<file path="config.mk">
export PLATFORM = sky130hd
export DESIGN_NAME = i2s_rx
export DESIGN_NICKNAME = d
export VERILOG_FILES = /design/src/rtl/i2s_rx.sv
export SDC_FILE = /design/constraint.sdc
export NUM_CORES = 1
export LEC_CHECK = 0
export CORE_AREA = 10 10 94 96
export DETAILED_ROUTE_END_ITERATION = 6
export DIE_AREA = 0 0 104 106
export GPL_ROUTABILITY_DRIVEN = 1
export PLACE_DENSITY = 0.73
export REMOVE_ABC_BUFFERS = 1
export SETUP_SLACK_MARGIN = 0.15
export SYNTH_ARGS = -nofsm -noshare
export SYNTH_HDL_FRONTEND = slang
export SYNTH_SLANG_ARGS = --single-unit
</file>
<file path="constraint.sdc">
create_clock -name clk_sys -period 2.55 [get_ports clk_sys]
set_input_delay 0.3825 -clock clk_sys [delete_from_list [all_inputs] [get_ports clk_sys]]
set_output_delay 0.3825 -clock clk_sys [all_outputs]
set_load 0.005 [all_outputs]
</file>
<file path="src/rtl/i2s_rx.sv">
// I2S serial-audio receiver: oversamples BCK/LRCK/DATA in the clk_sys domain and
// reassembles MSB-first words into left/right sample pairs.
module i2s_rx #(
  parameter int unsigned WIDTH = 16
) (
  input  logic             clk_sys,
  input  logic             reset,
  input  logic             i2s_bck,
  input  logic             i2s_lrck,
  input  logic             i2s_data,
  output logic [WIDTH-1:0] left,
  output logic [WIDTH-1:0] right,
  output logic             strobe,
  output logic             short_frame
);

  localparam int unsigned CW = $clog2(WIDTH + 1);

  localparam logic [1:0] ST_INIT  = 2'd0;
  localparam logic [1:0] ST_ALIGN = 2'd1;
  localparam logic [1:0] ST_RUN   = 2'd2;

  logic             bck_s1_q, bck_s2_q, bck_prev_q;
  logic             lr_s1_q, lr_s2_q;
  logic             dat_s1_q, dat_s2_q;

  logic [1:0]       phase_q, phase_d;
  logic             lr_prev_q, lr_prev_d;
  logic [CW-1:0]    cnt_q, cnt_d;
  logic [WIDTH-1:0] sr_q, sr_d;
  logic [WIDTH-1:0] hold_l_q, hold_l_d;
  logic             have_l_q, have_l_d;
  logic [WIDTH-1:0] left_q, left_d;
  logic [WIDTH-1:0] right_q, right_d;
  logic             strobe_q, strobe_d;
  logic             short_q, short_d;

  logic             rise;
  logic [WIDTH-1:0] word;
  logic [CW-1:0]    cnt_n;
  logic [CW-1:0]    shamt;

  assign rise = bck_s2_q & ~bck_prev_q;

  // Word assembly, alignment and L/R pairing; only advances on a BCK rise.
  always_comb begin
    phase_d   = phase_q;
    lr_prev_d = lr_prev_q;
    cnt_d     = cnt_q;
    sr_d      = sr_q;
    hold_l_d  = hold_l_q;
    have_l_d  = have_l_q;
    left_d    = left_q;
    right_d   = right_q;
    strobe_d  = 1'b0;
    short_d   = 1'b0;
    word      = sr_q;
    cnt_n     = cnt_q;
    shamt     = '0;

    // Bits past WIDTH are dropped; unwritten positions stay 0 for zero fill.
    if (cnt_q < CW'(WIDTH)) begin
      shamt = CW'(WIDTH - 1) - cnt_q;
      word  = sr_q | (WIDTH'(dat_s2_q) << shamt);
      cnt_n = cnt_q + CW'(1);
    end

    if (rise) begin
      if (phase_q == ST_INIT) begin
        lr_prev_d = lr_s2_q;
        phase_d   = ST_ALIGN;
      end else if (lr_s2_q == lr_prev_q) begin
        sr_d  = word;
        cnt_d = cnt_n;
      end else begin
        // Boundary rise: this bit is the LSB of the word just ending.
        if (phase_q == ST_ALIGN) begin
          phase_d = ST_RUN;
        end else begin
          short_d = (cnt_n < CW'(WIDTH));
          if (!lr_prev_q) begin
            hold_l_d = word;
            have_l_d = 1'b1;
          end else if (have_l_q) begin
            left_d   = hold_l_q;
            right_d  = word;
            strobe_d = 1'b1;
            have_l_d = 1'b0;
          end
        end
        sr_d      = '0;
        cnt_d     = '0;
        lr_prev_d = lr_s2_q;
      end
    end
  end

  always_ff @(posedge clk_sys or posedge reset) begin
    if (reset) begin
      bck_s1_q   <= 1'b0;
      bck_s2_q   <= 1'b0;
      bck_prev_q <= 1'b0;
      lr_s1_q    <= 1'b0;
      lr_s2_q    <= 1'b0;
      dat_s1_q   <= 1'b0;
      dat_s2_q   <= 1'b0;
      phase_q    <= ST_INIT;
      lr_prev_q  <= 1'b0;
      cnt_q      <= '0;
      sr_q       <= '0;
      hold_l_q   <= '0;
      have_l_q   <= 1'b0;
      left_q     <= '0;
      right_q    <= '0;
      strobe_q   <= 1'b0;
      short_q    <= 1'b0;
    end else begin
      bck_s1_q   <= i2s_bck;
      bck_s2_q   <= bck_s1_q;
      bck_prev_q <= bck_s2_q;
      lr_s1_q    <= i2s_lrck;
      lr_s2_q    <= lr_s1_q;
      dat_s1_q   <= i2s_data;
      dat_s2_q   <= dat_s1_q;
      phase_q    <= phase_d;
      lr_prev_q  <= lr_prev_d;
      cnt_q      <= cnt_d;
      sr_q       <= sr_d;
      hold_l_q   <= hold_l_d;
      have_l_q   <= have_l_d;
      left_q     <= left_d;
      right_q    <= right_d;
      strobe_q   <= strobe_d;
      short_q    <= short_d;
    end
  end

  assign left        = left_q;
  assign right       = right_q;
  assign strobe      = strobe_q;
  assign short_frame = short_q;

endmodule

</file>
# Word-level counts from Yosys, hierarchy flattened
# Index checks and enable logic that the tools add are counted.
# Widths: inputs -> output; s select.
[classes] n_addsub=2 order_cmp=2 n_eq_ne=3 shifts=1 n_mux=20 n_bitwise=7 reduce_logical=8
[ops] operator="$mux 16" n=2
[ops] operator="$or 16x16->16" n=1
[ops] operator="$shl 1x5->16" n=1
[ops] operator="$mux 1" n=13
[ops] operator="$lt 5x5->1 const B" n=2
[ops] operator="$mux 5" n=2
[ops] operator="$mux 2" n=3
[ops] operator="$reduce_and 6->1" n=1
[ops] operator="$add 5x1->5 const B" n=1
[ops] operator="$not 1->1" n=5
[ops] operator="$reduce_and 5->1" n=1
[ops] operator="$sub 4x5->5 const A" n=1
[ops] operator="$reduce_and 2->1" n=2
[ops] operator="$reduce_and 4->1" n=1
[ops] operator="$reduce_and 3->1" n=1
[ops] operator="$eq 2x1->1 const B" n=1
[ops] operator="$logic_not 2->1" n=1
[ops] operator="$ne 2x2->1 const B" n=1
[ops] operator="$reduce_bool 2->1" n=1
[ops] operator="$and 1x1->1" n=1
[ops] operator="$eq 1x1->1" n=1
[word_totals] reg_bits=82 input_bits=5 out_inout_bits=34 elab_cells=60

# Longest topological paths before layout
# Gate-level depths: netlist of run 1.
[logic_depth] depth_word=7 mapped_depth=5 depth_no_buf=4

# Worst setup path before layout of run 1
# No wires, ideal clock.
[synth_timing] path_type="reg2reg" start="register bck_prev_q" end="register hold_l_q[0]" setup_ns=0.125 arrival_ns=1.406 required_ns=2.425 slack_ns=1.019 path_stages_with_launch=5 path_buffers=1 synth_period_minus_slack_ns=1.531 cell_sequence="dfrtp_1 > nand3b_4 > nor3b_4 > buf_12 > mux2_4"
[synth_via] elab_chain_cells=3
[synth_rtl] element="start, declared" line="23" text="logic bck_s1_q, bck_s2_q, bck_prev_q;"
[synth_rtl] element="start signal, assigned" line="120" text="bck_prev_q <= bck_s2_q;"
[synth_rtl] element="$not 1->1" line="43" text="assign rise = bck_s2_q & ~bck_prev_q;"
[synth_rtl] element="$and 1x1->1" line="43"
[synth_rtl] element="$reduce_and 5->1 (no source line)"
[synth_rtl] element="end signal, assigned" line="129" text="hold_l_q <= hold_l_d;"
[synth_rtl] element="end, declared" line="31" text="logic [WIDTH-1:0] hold_l_q, hold_l_d;"
# Every way passes these cells.
# A chain may end at the register's enable or synchronous reset.

# Final worst setup path of run 1
# Same ends and word-level chain as after synthesis.

==> summary by stage, run 1 <==
GRT
The aggregate global-route resource usage is 11.3%. Entering global routing, the biggest net connects 41 pins. The leftover overflow at the end of global routing is 0. The first global-routing pass estimated 10.1 mm of wire.

The initial antenna violation count is 0. The via count of the first global-routing pass was 2,062.

STA
The smallest clock period supported by the final layout is computed as 1.96 ns. Setup repair after global routing left no endpoint under its margin. The setup-violating endpoint count in the final report is 0. Final hold analysis gives a worst-case slack of 0.349 ns. Based on the critical path, the design can be clocked at up to 510 MHz. The worst slew margin relative to its limit is 51.0%. The final max-slew violation count is 0. The transition at the pin with the smallest max-transition slack is 0.735 ns. The number of failing hold endpoints at the final stage is 0.

After layout, the worst setup slack is 0.588 ns. Across the routed clock network, the largest skew measured is 0.00631 ns. The setup TNS is 0 ns.

Of the available clock period, the critical path in the final layout requires 76.9%.

Power and ir drop
The switching power share of the total is 26.1%. The static power due to leakage is 2.16 nW. Across the VDD grid, the largest voltage drop is 0.000369 V. Power spread over the standard cell area amounts to 684 mW/mm^2. The share of total power dissipated in the clock network is 30.8%.

The cell-internal power is 2.04 mW. The part of the power in combinational logic is 14.6%. Summed over all nets, the switching power comes to 0.721 mW.

The share of total power dissipated in sequential elements is 54.6%. The total power is 2.76 mW.

Setup path
The peak per-stage delay on the critical path is 0.62 ns. STA classifies the critical path startpoint as a flip-flop. The cell with the largest stage delay on the worst path is sky130_fd_sc_hd__nor3b_4. At the worst endpoint, the required time is 2.79 ns.

Of all nets on the critical path, the largest fanout is 10. The setup slack on the worst flop-to-flop path is 0.59 ns. The critical path goes through nand3b_4 -> nor3b_4 -> buf_4 -> mux2_4. Counting both buffers and inverters, the worst setup path holds a total of 1. Broken down by cell family, the worst path's largest delay share belongs to simple AND/OR/NAND/NOR gates. The startpoint identified for the worst register-to-register timing path is bck_prev_q. The arrival time at the worst endpoint is 2.20 ns. The number of cells traversed by the worst register-to-register path is 4. The critical path start-end classification is flip-flop to flip-flop. The worst flop-to-flop path endpoint is hold_l_q[0]. The worst setup path is captured at a flip-flop.

Synth
The post-synthesis sequential area ratio is 60.8%. The mean cell area of the mapped netlist is 15.1 sq um. The cell area after synthesis is 0.00338 sq mm.

The number of warning messages in the yosys log is 0. Of the post-synthesis cell area, the dominant cell type holds 60.8%. Sorting the synthesized cells by area gives the leading types as sky130_fd_sc_hd__dfrtp_1 (61%), sky130_fd_sc_hd__mux2_2 (13%), sky130_fd_sc_hd__o211a_1 (4.4%). The largest total area in the synthesized netlist belongs to sky130_fd_sc_hd__dfrtp_1. The number of flip-flops and latches in the synthesized netlist is 82. Counting distinct cell types in the post-synthesis netlist gives 40. The synthesized netlist cell count is 223.

Drt
After detailed routing, the number of remaining DRC violations is 0. The post-detailed-route wirelength per cell is 15.8 microns. The detail route stage leaves a number of antenna-violating nets equal to 0. The length of the first detailed-routing pass in iterations is 4.

The starting DRC count in detailed routing is 137. After detailed routing, the number of vias per cell comes to 5.18. The via count of the routed design is 1,922. The total length of routed wires is 5.85 mm.

Finish
The post-route netlist has 29.4% of its cells at a drive strength greater than 1. Measured on the finished design, the core utilization comes to 57.1%. From synthesis to final layout, the design area changed by 19.3%. The finished layout holds 371 standard cells, fillers aside.

Summing all non-filler instances in the final layout gives an area of 0.00403 sq mm. In the final design database the tool counted 273 nets. The number of antenna diodes in the final layout is 0.

Hold path
The startpoint of the worst hold path is bck_s1_q. The number of cells traversed by the worst hold path is 0. The class of the most critical hold timing path is flip-flop to flip-flop. For hold timing, the worst endpoint is bck_s2_q.

CTS
CTS placed an instance of sky130_fd_sc_hd__clkbuf_8 at the clock tree root. The post-CTS setup buffer count is 0. Counting along the longest clock path gives a buffer depth of 2.

The number of gates resized after CTS is 0. The number of clock sinks is 82. The total CTS buffers is 9. The TritonCTS clock tree is yes. In this run the number of H-tree levels came out at 3.

The number of hold buffers added after CTS was 0. After clock tree synthesis, the clock-pin slew on the worst setup and hold paths is 0.07 ns. The latest clock arrival within the worst-skew pair is 0.35 ns.

Floorplan
39 I/O pins were placed. The die width is 104 microns. The effective utilization at floorplan is 47.8%. The area enclosed by the die boundary is 0.0110 sq mm. The core area is 0.00706 sq mm. The die is 106 microns tall. After floorplanning, the core was divided into 31 placement rows.

Place
The number of cells after detailed placement is 355. The HPWL after detailed placement is 4.03 mm. The count of input and output buffers is 38. In this run the cell area measured after placement is 0.00385 sq mm. Before CTS, the worst setup slack after placement is 0.569 ns. The congestion estimate from routability-driven global placement came to 0.752.

Run status
The flow ran to the end, and the final reports show no timing, DRC or antenna violations.

Job
The tool flagged a number of max-cap violations equal to 0.
==> flip-flops by register name, indices dropped and copies added (netlist names) <==
signal and cells:
cnt_q 5, lr_s2_q 1, hold_l_q 16, bck_prev_q 1, lr_prev_q 1, right 16
short_frame 1, dat_s2_q 1, have_l_q 1, bck_s2_q 1, phase_q 2, dat_s1_q 1
strobe 1, left 16, bck_s1_q 1, sr_q 16, lr_s1_q 1
==> metal layers <==
layer | share of wire, % | vias to the layer above | GRT usage (%)
met5 | 0 | - | 0
met4 | 2.1 | 0 | 6.96
met3 | 6.3 | 8 | 4.11
met2 | 47 | 42 | 17.3
met1 | 44 | 967 | 13.3
li1 | - | 905 | -
==> kinds of logic (layout without fill, tap and decap cells) <==
family / count (synthesis) / count (layout) / share of synthesized area (%)
AOI/OAI and AO/OA: 45 / 45 / 11.0
xor gates and xnor gates: 2 / 2 / 0.741
adders and majority gates: 1 / 1 / 0.370
buffers and inverters: 14 / 63 / 3.11
DFF: 82 / 82 / 60.8
muxes: 50 / 50 / 17.6
and+or+nand+nor: 29 / 29 / 6.41
==> cells in the mapped netlist (all sizes together) <==
cell type	instances
a22o	2
nor3b	1
mux2i	2
nor3	1
nor4b	1
nor2	5
a211o	1
or2	1
a32o	1
mux2	48
a211oi	1
nand3	1
inv	3
xnor2	1
nor4	2
nor2b	5
a31oi	2
ha	1
o211ai	2
xor2	1
o21bai	1
a31o	4
and3	1
and4b	2
o211a	15
nand2b	1
and4bb	2
nand3b	1
dfrtp	82
a21oi	3
buf	11
a21o	11
o21ai	2
nand2	5
==> power by group through the flow <==
| stage | logic (mW) | registers [mW] | clock network [mW] |
|---|---|---|---|
| finish | 0.403 | 1.50 | 0.849 |
| global route | 0.450 | 1.52 | 0.931 |
| CTS | 0.415 | 1.50 | 0.879 |
| detailed placement | 0.413 | 1.53 | 0 |
| global placement | 0.407 | 1.52 | 0 |
| floorplan | 0.237 | 1.51 | 0 |
==> placed cells by master (no fill, tap or decap), types with 3 or more instances in the layout <==
cell,instances
sky130_fd_sc_hd__dfrtp_1,82
sky130_fd_sc_hd__clkinv_2,3
sky130_fd_sc_hd__a31o_2,4
sky130_fd_sc_hd__o211a_1,15
sky130_fd_sc_hd__mux2_4,9
sky130_fd_sc_hd__nor2_1,4
sky130_fd_sc_hd__mux2_2,38
sky130_fd_sc_hd__nand2_1,5
sky130_fd_sc_hd__clkdlybuf4s50_1,38
sky130_fd_sc_hd__a21o_1,11
sky130_fd_sc_hd__nor2b_1,5
sky130_fd_sc_hd__buf_4,5
sky130_fd_sc_hd__clkbuf_8,11
sky130_fd_sc_hd__a21oi_1,3
==> how the worst max path moves through the flow <==
stage / startpoint / end / slack [ns] / cells after the start
after CTS: bck_prev_q / hold_l_q[0] / 0.56 / 4
final: bck_prev_q / hold_l_q[0] / 0.59 / 4
after floorplan: reset / bck_prev_q / 0.06 / 1
after global routing: phase_q[1] / hold_l_q[8] / 0.49 / 4
after detailed placement: bck_prev_q / hold_l_q[8] / 0.57 / 4
after global placement: phase_q[1] / hold_l_q[3] / 0.64 / 4
==> layout make-up <==
class | count | area (sq um)
flip-flops and latches | 82 | 2050
multi-input cells | 127 | 1220
repair buffers | 44 | 438
clock inverters | 4 | 26.3
well taps | 99 | 124
clock buffers | 12 | 155
fillers | 582 | 3030
inverters | 3 | 12.5
(Power assumes the default switching activity.)
==> inputs of run 2 (changes only) <==
Clock period 2.55 ns to 1.7 ns, I/O delays scaled along.
==> summary by stage, run 2 (synthesized netlist as in run 1, its figures left out) <==
Place
The wire-length estimate of the detail-placed layout is 4.13 mm. The placed instance area is 0.00391 sq mm. The count of input and output buffers is 38.

Routability-driven placement finished with a final weighted congestion of 0.871.

STA
The transition at the pin with the smallest max-transition slack is 0.494 ns. Static timing analysis puts the maximum clock frequency at 660 MHz. On the final layout, the worst clock skew is 0.00812 ns. Setup repair after global routing could not meet its margin everywhere. The worst pin sits at a relative slew slack of 67.0%. The worst path in the final design needs a cycle of 1.52 ns, including I/O delays and setup. The setup-violating endpoint count in the final report is 0. The number of failing hold endpoints at the final stage is 0.

In the finished design, the share of the clock period the worst path needs comes to 89.1%. The final max-slew violation count was 0.

Finish
The number of antenna diodes in the final layout is 0. The area growth from synthesis to layout is 22.2%. In the final layout, the share of cells above drive strength 1 is 32.2%. The commonest non-fill, non-tap cell in the layout is sky130_fd_sc_hd__dfrtp_1.

The number of nets in the finished design is 278. The final cell area excluding filler cells is 0.00413 sq mm. In the layout the commonest cells are sky130_fd_sc_hd__dfrtp_1 (79), sky130_fd_sc_hd__mux2_2 (38), sky130_fd_sc_hd__clkdlybuf4s50_1 (38), sky130_fd_sc_hd__o211a_1 (15), sky130_fd_sc_hd__a21o_1 (11).

GRT
The via count of the first global-routing pass was 2,099. The aggregate global-route resource usage is 11.6%. Global routing finished with a remaining overflow of 0.

The global-route wire length before repair is 10.4 mm. The initial antenna violation count is 0. Entering global routing, the biggest net connects 34 pins.

CTS
The total CTS buffers is 9. The tree is rooted in a sky130_fd_sc_hd__clkbuf_8. The clock transition at the register clock pins on the worst setup and hold paths after CTS is 0.08 ns. The TritonCTS clock tree is yes.

The number of clock sinks is 82. No sink is reached through more buffers than the 2 on the longest clock path. The latest clock arrival within the worst-skew pair is 0.35 ns.

CTS built an H-tree with a depth of 3. The hold-fix buffer count after cts is 0.

Drt
The starting DRC count in detailed routing is 154. The total length of routed wires is 5.91 mm. The post-detailed-route wirelength per cell is 15.7 microns.

In this run the remaining antenna-violating nets after routing total 0. The via count of the routed design is 1,968. The average vias per placed instance is 5.25. For this run, the detailed router's first-pass iteration total came to 4.

The number of DRC violations after detailed routing is 0.

Setup path
The required time of the critical path is 1.94 ns. The launch instance of the worst register-to-register path is bck_prev_q. Data on the critical path arrives at its endpoint at 1.75 ns. The setup slack on the worst flop-to-flop path is 0.18 ns.

The worst flop-to-flop path endpoint is left[8]. In this run the worst path has a maximum fanout of 30. The number of cells traversed by the worst register-to-register path is 4. The kind of start point of the critical path is a flip-flop. The critical path start-end classification is flip-flop to flip-flop. The nature of the critical path endpoint is a flip-flop.

Job
The number of max-capacitance violations reported is 0.

Power and ir drop
The power density relative to cell area is 1020 mW/mm^2. The static power due to leakage is 2.20 nW. Power comes to 4.22 mW. IR analysis of the VDD net gives a maximum drop of 0.000569 V.

Hold path
The class of the most critical hold timing path is input port to async pin.

Floorplan
In this run the vertical extent of the chip is 106 microns. The core region is 0.00706 sq mm. The number of I/O pins is 39. The area enclosed by the die boundary is 0.0110 sq mm. Once the floorplan was initialized, standard cells occupied 47.8% of the core. The die is 104 microns wide.

After floorplanning, the core was divided into 31 placement rows.

Run status
The flow ran to the end, and the final reports show no timing, DRC or antenna violations.
[run 2: cell types whose count changed in the layout (fill, tap and decap cells not counted), sizes merged]
cell / delta
clkbuf: -2
buf: +5
bufinv: +1
[run 2: layout make-up]
cell class,instances,area [sq um]
Tap cell,99,124
Multi-Input combinational cell,127,1240
Inverter,3,12.5
Clock inverter,5,56.3
Fill cell,605,2930
Sequential cell,82,2060
Timing Repair Buffer,49,508
Clock buffer,10,128
[run 2: worst max-delay path: stages (launching register included)]
cell	delay, ns
sky130_fd_sc_hd__dfrtp_1	0.38
sky130_fd_sc_hd__nand3b_4	0.20
sky130_fd_sc_hd__nor3_4	0.23
sky130_fd_sc_hd__buf_12	0.23
sky130_fd_sc_hd__mux2_2	0.36
[run 2: power breakdown]
part / internal (mW) / leakage (nW) / total [mW] / switching, mW
logic: 0.355 / 1.00 / 0.634 / 0.280
registers: 2.11 / 1.10 / 2.26 / 0.146
clock network: 0.668 / 0.0921 / 1.33 / 0.658
[run 2: how the worst max path moves through the flow]
stage / startpoint / end / slack (ns) / cells after the start
5_1_grt: bck_prev_q / right[12] / 0.1 / 4
2_1_floorplan: reset / bck_prev_q / -0.66 / 1
3_5_place_dp: lr_prev_q / left[14] / 0.14 / 4
6_report: bck_prev_q / left[8] / 0.18 / 4
3_3_place_gp: phase_q[1] / right[2] / 0.18 / 4
4_1_cts: bck_prev_q / left[0] / 0.17 / 4
[run 2: per-layer routing]
layer  global-route usage, %  vias to the layer above  routed length, microns
li1                        -                      919                       -
met1                    14.4                      992                    2660
met2                    17.2                       42                    2710
met3                    2.96                       15                     317
met4                    8.85                        0                     224
met5                       0                        -                       0
[run 2: what timing repair did]
action	CTS	global route
setup buffers	0	0
resized for setup	2	6
setup endpoints to repair	28	55
[run 2: through the flow]
| step | utilization [%] | hold WS, ns | TNS, ns | instances | setup slack, ns |
|---|---|---|---|---|---|
| 6_report | 58.5 | 0.197 | 0 | 375 | 0.185 |
| 5_1_grt | 58.5 | 0.224 | 0 | 375 | 0.0999 |
| 4_1_cts | 58.0 | 0.202 | 0 | 375 | 0.166 |
| 3_5_place_dp | 55.4 | 0.336 | 0 | 360 | 0.137 |
| 3_3_place_gp | 55.4 | 0.333 | 0 | 360 | 0.176 |
| 2_1_floorplan | - | 0.286 | -63.13 | 212 | -0.663 |
==> inputs of run 3 (changes only) <==
Settings changed: GPL_TIMING_DRIVEN from default to 0.
==> summary by stage, run 3 (synthesized netlist as in run 1, its figures left out) <==
Finish
Summing all multi-input logic gate instances after layout gives 0.00134 sq mm. The relative area change from synthesis to final layout is 29.8%. The antenna cell count is 0. The final cell area excluding filler cells is 0.00438 sq mm. The sequential cells in the finished layout cover a total of 0.00206 sq mm.

Cells with a size suffix above 1 make up 34.9% of the layout. After the last flow step, the layout net total stands at 285. The commonest non-fill, non-tap cell in the layout is sky130_fd_sc_hd__dfrtp_1. Leaving out fill and tap cells, the most frequent cells in the layout are sky130_fd_sc_hd__dfrtp_1 (79), sky130_fd_sc_hd__clkdlybuf4s50_1 (38), sky130_fd_sc_hd__mux2_4 (30), sky130_fd_sc_hd__mux2_2 (17), sky130_fd_sc_hd__o211a_1 (15). The number of fill cells is 565.

Place
The weighted congestion reported at the end of routability-driven placement is 0.812. The count of input and output buffers is 38. Summed over all nets, the half-perimeter wirelength after detailed placement is 3.99 mm.

Timing analysis after detailed placement gives a worst setup slack of -0.380 ns. The placed instance area is 0.00385 sq mm.

Drt
The starting DRC count in detailed routing is 118. Wires add up to 6.60 mm. In the routed design, unresolved DRC markers number 0. Once detail routing completed, the nets flagged for antenna violations numbered 0. Dividing the detail-routed wire length by the instance count gives 17.2 microns.

The length of the first detailed-routing pass in iterations is 4. The routed layout has 1,990 vias. The average vias per placed instance is 5.20.

CTS
The latest clock arrival within the worst-skew pair is 0.35 ns. The longest clock path from root to sink contains 2 buffers. After clock tree synthesis, the clock-pin slew on the worst setup and hold paths is 0.07 ns. TritonCTS built the clock tree. The total CTS buffers is 9. The root buffer cell chosen for the clock tree is sky130_fd_sc_hd__clkbuf_8. The number of clock sinks is 82. The number of levels in the clock H-tree is 3.

The hold-fix buffer count after cts is 0.

STA
In the final timing run, aggregate negative setup slack is 0 ns. Setup repair after global routing could not meet its margin everywhere. The clock arrives with 0.00947 ns of skew. The final max-slew violation count is 0. Setup violations remaining at the end of the flow were counted as 0. Subtracting the final worst setup slack from the clock period gives 1.56 ns. The worst path setup slack after routing is 0.135 ns. Dividing the final minimum period by the clock period gives 92.0%.

For the pin with the worst max-slew slack, the measured transition is 0.453 ns. The worst pin sits at a relative slew slack of 69.8%. The fmax is 639 MHz. The number of failing hold endpoints at the final stage is 0.

Setup path
The critical path in this run is classified as flip-flop to flip-flop. For flop-to-flop paths, the worst setup slack is 0.14 ns. Of all nets on the critical path, the largest fanout is 7. The kind of start point of the critical path is a flip-flop.

For the worst setup path, the data required time is 1.93 ns. STA classifies the critical path endpoint as a flip-flop. Traced cell by cell, the critical path runs through nand3b_4 -> nor3_4 -> buf_8 -> buf_12 -> mux2_2. The peak per-stage delay on the critical path is 0.40 ns.

The launch instance of the worst register-to-register path is bck_prev_q. The arrival time at the worst endpoint is 1.80 ns. Counting cells, the worst reg-to-reg path comes to 5. The worst flop-to-flop path endpoint is right[6].

The cell type group with the largest total delay on the critical path is flip-flops. The largest individual stage delay along the critical path comes from the cell sky130_fd_sc_hd__dfrtp_1. The number of buffers and inverters on the critical path is 2.

Power and ir drop
Summed over all cells, the static leakage comes to 2.30 nW. VDD sags by at most 0.000796 V. The power density relative to cell area is 1020 mW/mm^2.

The total power is 4.49 mW.

GRT
Entering global routing, the biggest net connects 51 pins. For this run the aggregate overflow at the end of global routing stands at 0. Across every metal layer, demand over resource in global routing totals 11.9%.

The initial antenna violation count is 0. The first global-routing pass estimated 10.7 mm of wire. The via count of the first global-routing pass is 2,082.

Hold path
The class of the most critical hold timing path is input port to async pin.

Floorplan
The chip height is 106 microns. The standard-cell row count is 31. In this run the standard cell core region covers 0.00706 sq mm. The die width is 104 microns.

The area enclosed by the die boundary is 0.0110 sq mm. The initial utilization of the core area, before any placement, comes to 47.8%. The number of I/O pins is 39.

Run status
The run finished with clean final reports.

Job
The tool flagged a number of max-cap violations equal to 0.
[run 3: cell count changes in the layout (fill, tap and decap cells not counted), sizes merged]
cell    previous run  this run
clkbuf            10        13
clkinv             4         2
bufinv             1         2
buf               11        16
inv                2         3
[run 3: where the power goes]
part	leakage (nW)	total, mW	internal (mW)	switching [mW]
logic	1.09	0.687	0.384	0.303
clock network	0.109	1.54	0.863	0.680
registers	1.10	2.26	2.11	0.144
[run 3: cell type report]
type                            instances  area share (%)
Sequential cell                        82            46.9
Multi-Input combinational cell        127            30.6
Timing Repair Buffer                   56            14.4
Clock buffer                           11            3.23
Tap cell                               99            2.83
Clock inverter                          5            1.77
Inverter                                3           0.314
[run 3: timing repair]
action,4_1_cts,5_1_grt
buffers inserted,6,7
gates cloned,0,2
setup endpoints to repair,67,64
pin swaps,2,1
resized for setup,7,33
[run 3: routing by layer]
metal | wire length, microns | up-vias | track usage, %
li1 | - | 929 | -
met1 | 2860 | 1013 | 14.3
met2 | 3240 | 39 | 18.2
met3 | 376 | 9 | 5.01
met4 | 124 | 0 | 5.67
met5 | 0 | - | 0
[run 3: worst max path at each step]
stage / endpoint / slack, ns / startpoint / cells past startpoint
floorplan: bck_prev_q / -0.66 / reset / 1
global placement: left[3] / -1.92 / reset / 2
detailed placement: hold_l_q[10] / -0.38 / phase_q[1] / 3
CTS: hold_l_q[8] / 0.09 / lr_prev_q / 5
global route: right[6] / 0.08 / bck_prev_q / 5
finish: right[6] / 0.14 / bck_prev_q / 5
[run 3: metrics by stage]
stage               util, %  hold WS (ns)  instances
finish                 62.1         0.260        383
global route           62.1         0.287        383
CTS                    58.9         0.264        374
detailed placement     54.5         0.339        352
global placement       53.7         0.334        349
floorplan                 -         0.286        212
